## src/rtl/sevenseg_pkg.sv

```systemverilog
// Shared register layout and segment encoding for the seven-segment scanner.
// Segment patterns are active-high with bit 6 = g down to bit 0 = a.
package sevenseg_pkg;

    localparam int VAL_LSB   = 0;
    localparam int VAL_W     = 4;
    localparam int DP_BIT    = 4;
    localparam int BLANK_BIT = 5;
    localparam int EN_BIT    = 0;

    // Index 15 is leftmost: F, E, d, C, b, A, 9 .. 0
    localparam logic [15:0][6:0] SEG_TABLE = {
        7'h71, 7'h79, 7'h5E, 7'h39, 7'h7C, 7'h77, 7'h6F, 7'h7F,
        7'h07, 7'h7D, 7'h6D, 7'h66, 7'h4F, 7'h5B, 7'h06, 7'h3F
    };

endpackage

```

## src/rtl/sevenseg_scanner_if.sv

```systemverilog
// kcpsm6 port-mapped I/O bus as seen by a peripheral (slave) and the processor (master).
interface sevenseg_scanner_if;
    logic [7:0] port_id;
    logic [7:0] out_port;
    logic       write_strobe;
    logic [7:0] in_port;

    modport master (output port_id, output out_port, output write_strobe, input in_port);
    modport slave  (input port_id, input out_port, input write_strobe, output in_port);
endinterface

```

## src/rtl/seg_hex_decode.sv

```systemverilog
// Hex digit to active-high seven-segment pattern (g..a), polarity-neutral.
module seg_hex_decode
    import sevenseg_pkg::*;
(
    input  logic [3:0] value,
    output logic [6:0] pattern
);

    assign pattern = SEG_TABLE[value];

endmodule

```

## src/rtl/sevenseg_scanner.sv

```systemverilog
// N-digit multiplexed seven-segment controller with kcpsm6 register access.
// Each slot blanks for BLANK_CYCLES before driving the latched digit to the pins.
module sevenseg_scanner
    import sevenseg_pkg::*;
#(
    parameter int         NUM_DIGITS     = 4,
    parameter int         SCAN_DIV       = 1024,
    parameter int         BLANK_CYCLES   = 16,
    parameter logic [7:0] BASE_PORT      = 8'h83,
    parameter bit         SEG_ACTIVE_LOW = 1'b1,
    parameter bit         AN_ACTIVE_LOW  = 1'b1
) (
    input  logic                  clk,
    input  logic                  rst,
    sevenseg_scanner_if.slave     bus,
    output logic [7:0]            seg,
    output logic [NUM_DIGITS-1:0] an
);

    localparam int         CNT_W     = $clog2(SCAN_DIV);
    localparam int         IDX_W     = (NUM_DIGITS > 1) ? $clog2(NUM_DIGITS) : 1;
    localparam logic [7:0] CTRL_PORT = 8'(int'(BASE_PORT) + NUM_DIGITS);

    if (NUM_DIGITS < 1 || NUM_DIGITS > 8) begin : g_bad_digits
        $error("sevenseg_scanner: NUM_DIGITS must be 1..8");
    end
    if (SCAN_DIV < 2) begin : g_bad_div
        $error("sevenseg_scanner: SCAN_DIV must be at least 2");
    end
    if (BLANK_CYCLES < 0 || BLANK_CYCLES > SCAN_DIV - 1) begin : g_bad_blank
        $error("sevenseg_scanner: BLANK_CYCLES must be 0..SCAN_DIV-1");
    end
    if (int'(BASE_PORT) + NUM_DIGITS > 255) begin : g_bad_port
        $error("sevenseg_scanner: control port address exceeds 8'hFF");
    end

    logic [5:0]            digit_r [NUM_DIGITS];
    logic                  en_r;
    logic [CNT_W-1:0]      cnt_r;
    logic [IDX_W-1:0]      idx_r;
    logic [5:0]            latch_r;
    logic [5:0]            latch_next_s;
    logic [7:0]            rd_s;
    logic [6:0]            pattern_s;
    logic                  in_blank_s;
    logic                  off_s;
    logic [7:0]            seg_on_s;
    logic [NUM_DIGITS-1:0] an_on_s;

    // Register file: digit registers and control, written by matching port writes
    always_ff @(posedge clk or posedge rst) begin
        if (rst) begin
            for (int i = 0; i < NUM_DIGITS; i++) begin
                digit_r[i] <= 6'h00;
            end
            en_r <= 1'b1;
        end else if (bus.write_strobe) begin
            for (int i = 0; i < NUM_DIGITS; i++) begin
                if (bus.port_id == 8'(int'(BASE_PORT) + i)) begin
                    digit_r[i] <= bus.out_port[5:0];
                end
            end
            if (bus.port_id == CTRL_PORT) begin
                en_r <= bus.out_port[EN_BIT];
            end
        end
    end

    // Readback mux; unmatched addresses read as zero
    always_comb begin
        rd_s = 8'h00;
        for (int i = 0; i < NUM_DIGITS; i++) begin
            rd_s = rd_s | ({8{bus.port_id == 8'(int'(BASE_PORT) + i)}} & {2'b00, digit_r[i]});
        end
        rd_s = rd_s | ({8{bus.port_id == CTRL_PORT}} & {7'h00, en_r});
    end

    // Slot counter and digit index; both run regardless of the enable bit
    always_ff @(posedge clk or posedge rst) begin
        if (rst) begin
            cnt_r <= {CNT_W{1'b0}};
            idx_r <= {IDX_W{1'b0}};
        end else if (cnt_r == CNT_W'(SCAN_DIV - 1)) begin
            cnt_r <= {CNT_W{1'b0}};
            idx_r <= (idx_r == IDX_W'(NUM_DIGITS - 1)) ? {IDX_W{1'b0}} : idx_r + IDX_W'(1);
        end else begin
            cnt_r <= cnt_r + CNT_W'(1);
        end
    end

    // Latch reloads at slot start from the pre-write register value
    assign latch_next_s = (cnt_r == {CNT_W{1'b0}}) ? digit_r[idx_r] : latch_r;

    if (BLANK_CYCLES == 0) begin : g_no_blank
        assign in_blank_s = 1'b0;
    end else begin : g_blank
        assign in_blank_s = (cnt_r < CNT_W'(BLANK_CYCLES));
    end

    assign off_s = in_blank_s | ~en_r | latch_next_s[BLANK_BIT];

    seg_hex_decode u_decode (
        .value   (latch_next_s[VAL_LSB +: VAL_W]),
        .pattern (pattern_s)
    );

    // Active-high pin image before polarity adjustment
    always_comb begin
        if (off_s) begin
            seg_on_s = 8'h00;
            an_on_s  = {NUM_DIGITS{1'b0}};
        end else begin
            seg_on_s = {latch_next_s[DP_BIT], pattern_s};
            an_on_s  = NUM_DIGITS'(1) << idx_r;
        end
    end

    // Display latch, registered pins and registered readback
    always_ff @(posedge clk or posedge rst) begin
        if (rst) begin
            latch_r     <= 6'h00;
            seg         <= SEG_ACTIVE_LOW ? 8'hFF : 8'h00;
            an          <= AN_ACTIVE_LOW ? {NUM_DIGITS{1'b1}} : {NUM_DIGITS{1'b0}};
            bus.in_port <= 8'h00;
        end else begin
            latch_r     <= latch_next_s;
            seg         <= SEG_ACTIVE_LOW ? ~seg_on_s : seg_on_s;
            an          <= AN_ACTIVE_LOW ? ~an_on_s : an_on_s;
            bus.in_port <= rd_s;
        end
    end

endmodule

```

## src/flat_wrapper.sv

```systemverilog
// flat-port wrapper written by rule: the top's interface ports become plain ports
module sevenseg_scanner_flat import sevenseg_pkg::*;
#(
    parameter int         NUM_DIGITS     = 4,
    parameter int         SCAN_DIV       = 1024,
    parameter int         BLANK_CYCLES   = 16,
    parameter logic [7:0] BASE_PORT      = 8'h83,
    parameter bit         SEG_ACTIVE_LOW = 1'b1,
    parameter bit         AN_ACTIVE_LOW  = 1'b1
)
  (clk, rst, seg, an, bus_port_id, bus_out_port, bus_write_strobe, bus_in_port);
  sevenseg_scanner_if bus_i ();
  input  logic clk;
  input  logic rst;
  output logic [7:0] seg;
  output logic [NUM_DIGITS-1:0] an;
  input wire logic [$bits(bus_i.port_id)-1:0] bus_port_id;
  input wire logic [$bits(bus_i.out_port)-1:0] bus_out_port;
  input wire logic [$bits(bus_i.write_strobe)-1:0] bus_write_strobe;
  output wire logic [$bits(bus_i.in_port)-1:0] bus_in_port;
  assign bus_i.port_id = bus_port_id;
  assign bus_i.out_port = bus_out_port;
  assign bus_i.write_strobe = bus_write_strobe;
  assign bus_in_port = bus_i.in_port;
  sevenseg_scanner #(.NUM_DIGITS(NUM_DIGITS), .SCAN_DIV(SCAN_DIV), .BLANK_CYCLES(BLANK_CYCLES), .BASE_PORT(BASE_PORT), .SEG_ACTIVE_LOW(SEG_ACTIVE_LOW), .AN_ACTIVE_LOW(AN_ACTIVE_LOW)) u_core (.clk(clk), .rst(rst), .bus(bus_i), .seg(seg), .an(an));
endmodule
```

## config.mk

```make
export PLATFORM = sky130hd
export DESIGN_NAME = sevenseg_scanner_flat
export DESIGN_NICKNAME = d
export VERILOG_FILES = /design/src/rtl/sevenseg_pkg.sv /design/src/rtl/sevenseg_scanner_if.sv /design/src/rtl/seg_hex_decode.sv /design/src/rtl/sevenseg_scanner.sv /design/src/flat_wrapper.sv
export SDC_FILE = /design/constraint.sdc
export NUM_CORES = 1
export LEC_CHECK = 0
export BUFFER_PORTS_ARGS = -buffer_cell sky130_fd_sc_hd__buf_2
export CAP_MARGIN = 20
export CORE_UTILIZATION = 57
export CTS_CLUSTER_SIZE = 20
export DETAILED_ROUTE_END_ITERATION = 7
export PLACE_DENSITY = 0.79
export REMOVE_ABC_BUFFERS = 1
export SLEW_MARGIN = 20
export SYNTH_ARGS = -nofsm -noshare
export SYNTH_HDL_FRONTEND = slang
export SYNTH_SLANG_ARGS = --single-unit
```

## constraint.sdc

```tcl
create_clock -name clk -period 3.4 [get_ports clk]
set_clock_uncertainty 0.15 [all_clocks]
set_input_delay 0.68 -clock clk [delete_from_list [all_inputs] [get_ports clk]]
set_output_delay 0.68 -clock clk [all_outputs]
set_load 0.005 [all_outputs]
```

==> results.sh <==
export IMPL_drive_gt1_frac=0.386
export IMPL_antennaDiodeCount=0
export IMPL_fmax_mhz=354
export IMPL_slew_headroom=0.522
export IMPL_drc_errors=0
export IMPL_async_flop_share=1.00
export IMPL_fp_coreArea_sq_um=5070
export IMPL_path_clk_slew_ns=0.07
export IMPL_vias=2048
export IMPL_synth_ff_type="dfrtp_1"
export IMPL_crit_family="simple AND/OR/NAND/NOR gates"
export IMPL_p_seq_frac=0.484
export IMPL_ir_drop_mv=0.253
export IMPL_leakage_uw=0.00162
export IMPL_path_class="register to register"
export IMPL_area_growth_pct=16.6
export IMPL_crit_path_max_fanout=8
export IMPL_avgSynthCellArea_sq_um=12.5
export IMPL_holdWs_ns=0.306
export IMPL_hold_buffers=0
export IMPL_yosysWarningCount=0
export IMPL_dieArea_sq_um=5560
export IMPL_cp_depth=8
export IMPL_critical_path_slowest_cell="mux4_1"
export IMPL_grt_pass1_wl_mm=9.49
export IMPL_cts_buffers=9
export IMPL_synth_seq_cells=61
export IMPL_crit_arrival_ns=2.94
export IMPL_post_route_util=0.690
export IMPL_clock_sinks=61
export IMPL_worst_ep_required_time_ns=3.51
export IMPL_power_uw=1570
export IMPL_ios=39
export IMPL_rsz0062_at_grt="no"
export IMPL_pwr_share_comb=0.050
export IMPL_setup_viol=0
export IMPL_die_h_um=74.6
export IMPL_yosysSeqAreaShare=0.514
export IMPL_synthTopCellsByCount="48 x dfrtp_1, 27 x mux2_2, 16 x nand2_1, 13 x dfstp_2, 12 x nor2_1"
export IMPL_startpoint_type="register"
export IMPL_cts_tree="done"
export IMPL_syn_area_sq_um=3000
export IMPL_synth_cell_types=49
export IMPL_h_tree_depth=3
export IMPL_power_density_nw_per_um2=448
export IMPL_overflow=0
export IMPL_yosys_area_top_type="dfrtp_1"
export IMPL_finalCritPeriodShare=0.832
export IMPL_postPlaceCellArea_sq_um=3270
export IMPL_critPathMaxStageDelay_ns=0.62
export IMPL_p_switching_uw=334
export IMPL_antenna_left=0
export IMPL_fin_nets=313
export IMPL_grt_max_degree=35
export IMPL_fin_crit_ns=2.83
export IMPL_r2r_slack_ns=0.57
export IMPL_synth_top_cell_area_share=0.400
export IMPL_outcome="completed"
export IMPL_nFillCells=360
export IMPL_gp_congestion=0.834
export IMPL_hold_path_class="input port to asynchronous set/reset pin"
export IMPL_crit_start="u_core.idx_r[0]"
export IMPL_row_count=26
export IMPL_finalInstanceArea_sq_um=3500
export IMPL_grt_pass1_vias=2026
export IMPL_clk_latency_ns=0.34
export IMPL_r2r_cells=8
export IMPL_grt_util_all_layers=0.237
export IMPL_worst_r2r_endpoint="u_core.seg[5]"
export IMPL_r2r_start="u_core.idx_r[0]"
export IMPL_synthTopCellsByArea="dfrtp_1 40%, dfstp_2 11%, mux2_2 10%"
export IMPL_path_cells="mux4_1 > nand4_1 > and2_1 > inv_1 > ha_1 > o21ai_1 > a21oi_1 > or4_1"
export IMPL_initial_core_util=0.591
export IMPL_yosysMostFrequentCell="dfrtp_1"
export IMPL_netlist_instances=241
export IMPL_finalHoldViolCount=0
export IMPL_die_w_um=74.6
export IMPL_dr_pass1_iters=4
export IMPL_worstMarginPinSlew_ns=0.716
export IMPL_path_buf_inv=1
export IMPL_setup_tns_ns=0
export IMPL_drtIter0Drc=148
export IMPL_worstSetupEndpointType="register"
export IMPL_cts_resized=0
export IMPL_slew_violations=0
export IMPL_power_frac_clock=0.466
export IMPL_routed_wl_mm=5.75
export IMPL_clockBufferDepth=2
export IMPL_routedWlPerCell_um=16.0
export IMPL_via_per_inst=5.69
export IMPL_antenna_found_initial=0
export IMPL_cts_setup_buffers=0
export IMPL_port_buffer_count=34
export IMPL_drv_cap=0
export IMPL_p_int_uw=1230
export IMPL_synth_edf_count=0
export IMPL_hpwlAfterDp_mm=4.05
export IMPL_sw_frac_of_total=0.213
export IMPL_clockRootBuffer="clkbuf_8"
## per-layer routing
layer,share of wire,global-route usage,up-vias
met2,0.49,0.376,70
met4,0.021,0.111,0
met5,0,0,-
met3,0.044,0.0664,13
met1,0.45,0.302,1006
li1,-,-,959
## logic make-up after synthesis
logic type | synth area share
xor gates and xnor gates | 0.0204
other | 0.00125
adders and majority gates | 0.0375
AOI/OAI and AO/OA | 0.0750
DFF | 0.514
and+or+nand+nor | 0.128
muxes | 0.188
buffers and inverters | 0.0354
## area by class of cell
type | count | area [sq um] | area share
Clock inverter | 4 | 70.1 | 0.0200
Multi-Input combinational cell | 159 | 1360 | 0.388
Inverter | 12 | 45.0 | 0.0129
Timing Repair Buffer | 42 | 243 | 0.0694
Clock buffer | 12 | 155 | 0.0443
Sequential cell | 61 | 1540 | 0.441
Tap cell | 70 | 87.6 | 0.0250
## sequential cells by signal, summed over array words and instances, names as in the netlist
signal              count
u_core.cnt_r           10
u_core.en_r             1
u_core.an               4
u_core.latch_r          6
u_core.bus.in_port      6
u_core.seg              8
u_core.digit_r         24
u_core.idx_r            2
## cell usage in the layout (no fill, tap or decap), types with 2 or more instances in the layout
cell type	instances
dfrtp_1	48
buf_2	34
mux2_2	27
nand2_1	16
dfstp_2	13
nor2_1	12
clkbuf_8	11
ha_1	9
inv_1	8
nand3_1	8
mux2i_1	7
a22oi_1	7
buf_4	7
o22ai_1	6
o21ai_0	5
nor3_1	5
mux4_1	5
nor2b_1	4
inv_2	4
xnor2_1	4
nor4_1	3
nand4_1	3
nor3b_2	3
a31oi_1	3
o211ai_1	3
xor2_1	3
and4_1	2
and2_1	2
or4_1	2
a211oi_1	2
conb_1	2
clkinv_2	2
bufinv_16	2
## power by group through the flow
stage                     clock, uW  combinational, uW  sequential (uW)
after floorplan                   0               44.3              769
after global placement            0               77.1              771
after detailed placement          0               79.4              771
after CTS                       743               79.6              759
after global routing            784               87.3              761
final                           731               78.6              759
## metrics by stage
step	std cells	setup slack, ns
floorplan	232	0.742
global placement	344	0.599
detailed placement	344	0.569
CTS	360	0.562
global route	360	0.375
finish	360	0.571
## worst max-delay path by stage
stage,endpoint,slack [ns]
6_report,u_core.seg[5],0.57
5_1_grt,u_core.seg[5],0.37
4_1_cts,u_core.seg[5],0.56
3_3_place_gp,u_core.seg[5],0.60
3_5_place_dp,u_core.seg[5],0.57
2_1_floorplan,u_core.seg[5],0.74
Note: power is estimated with default switching activity, not from simulation.
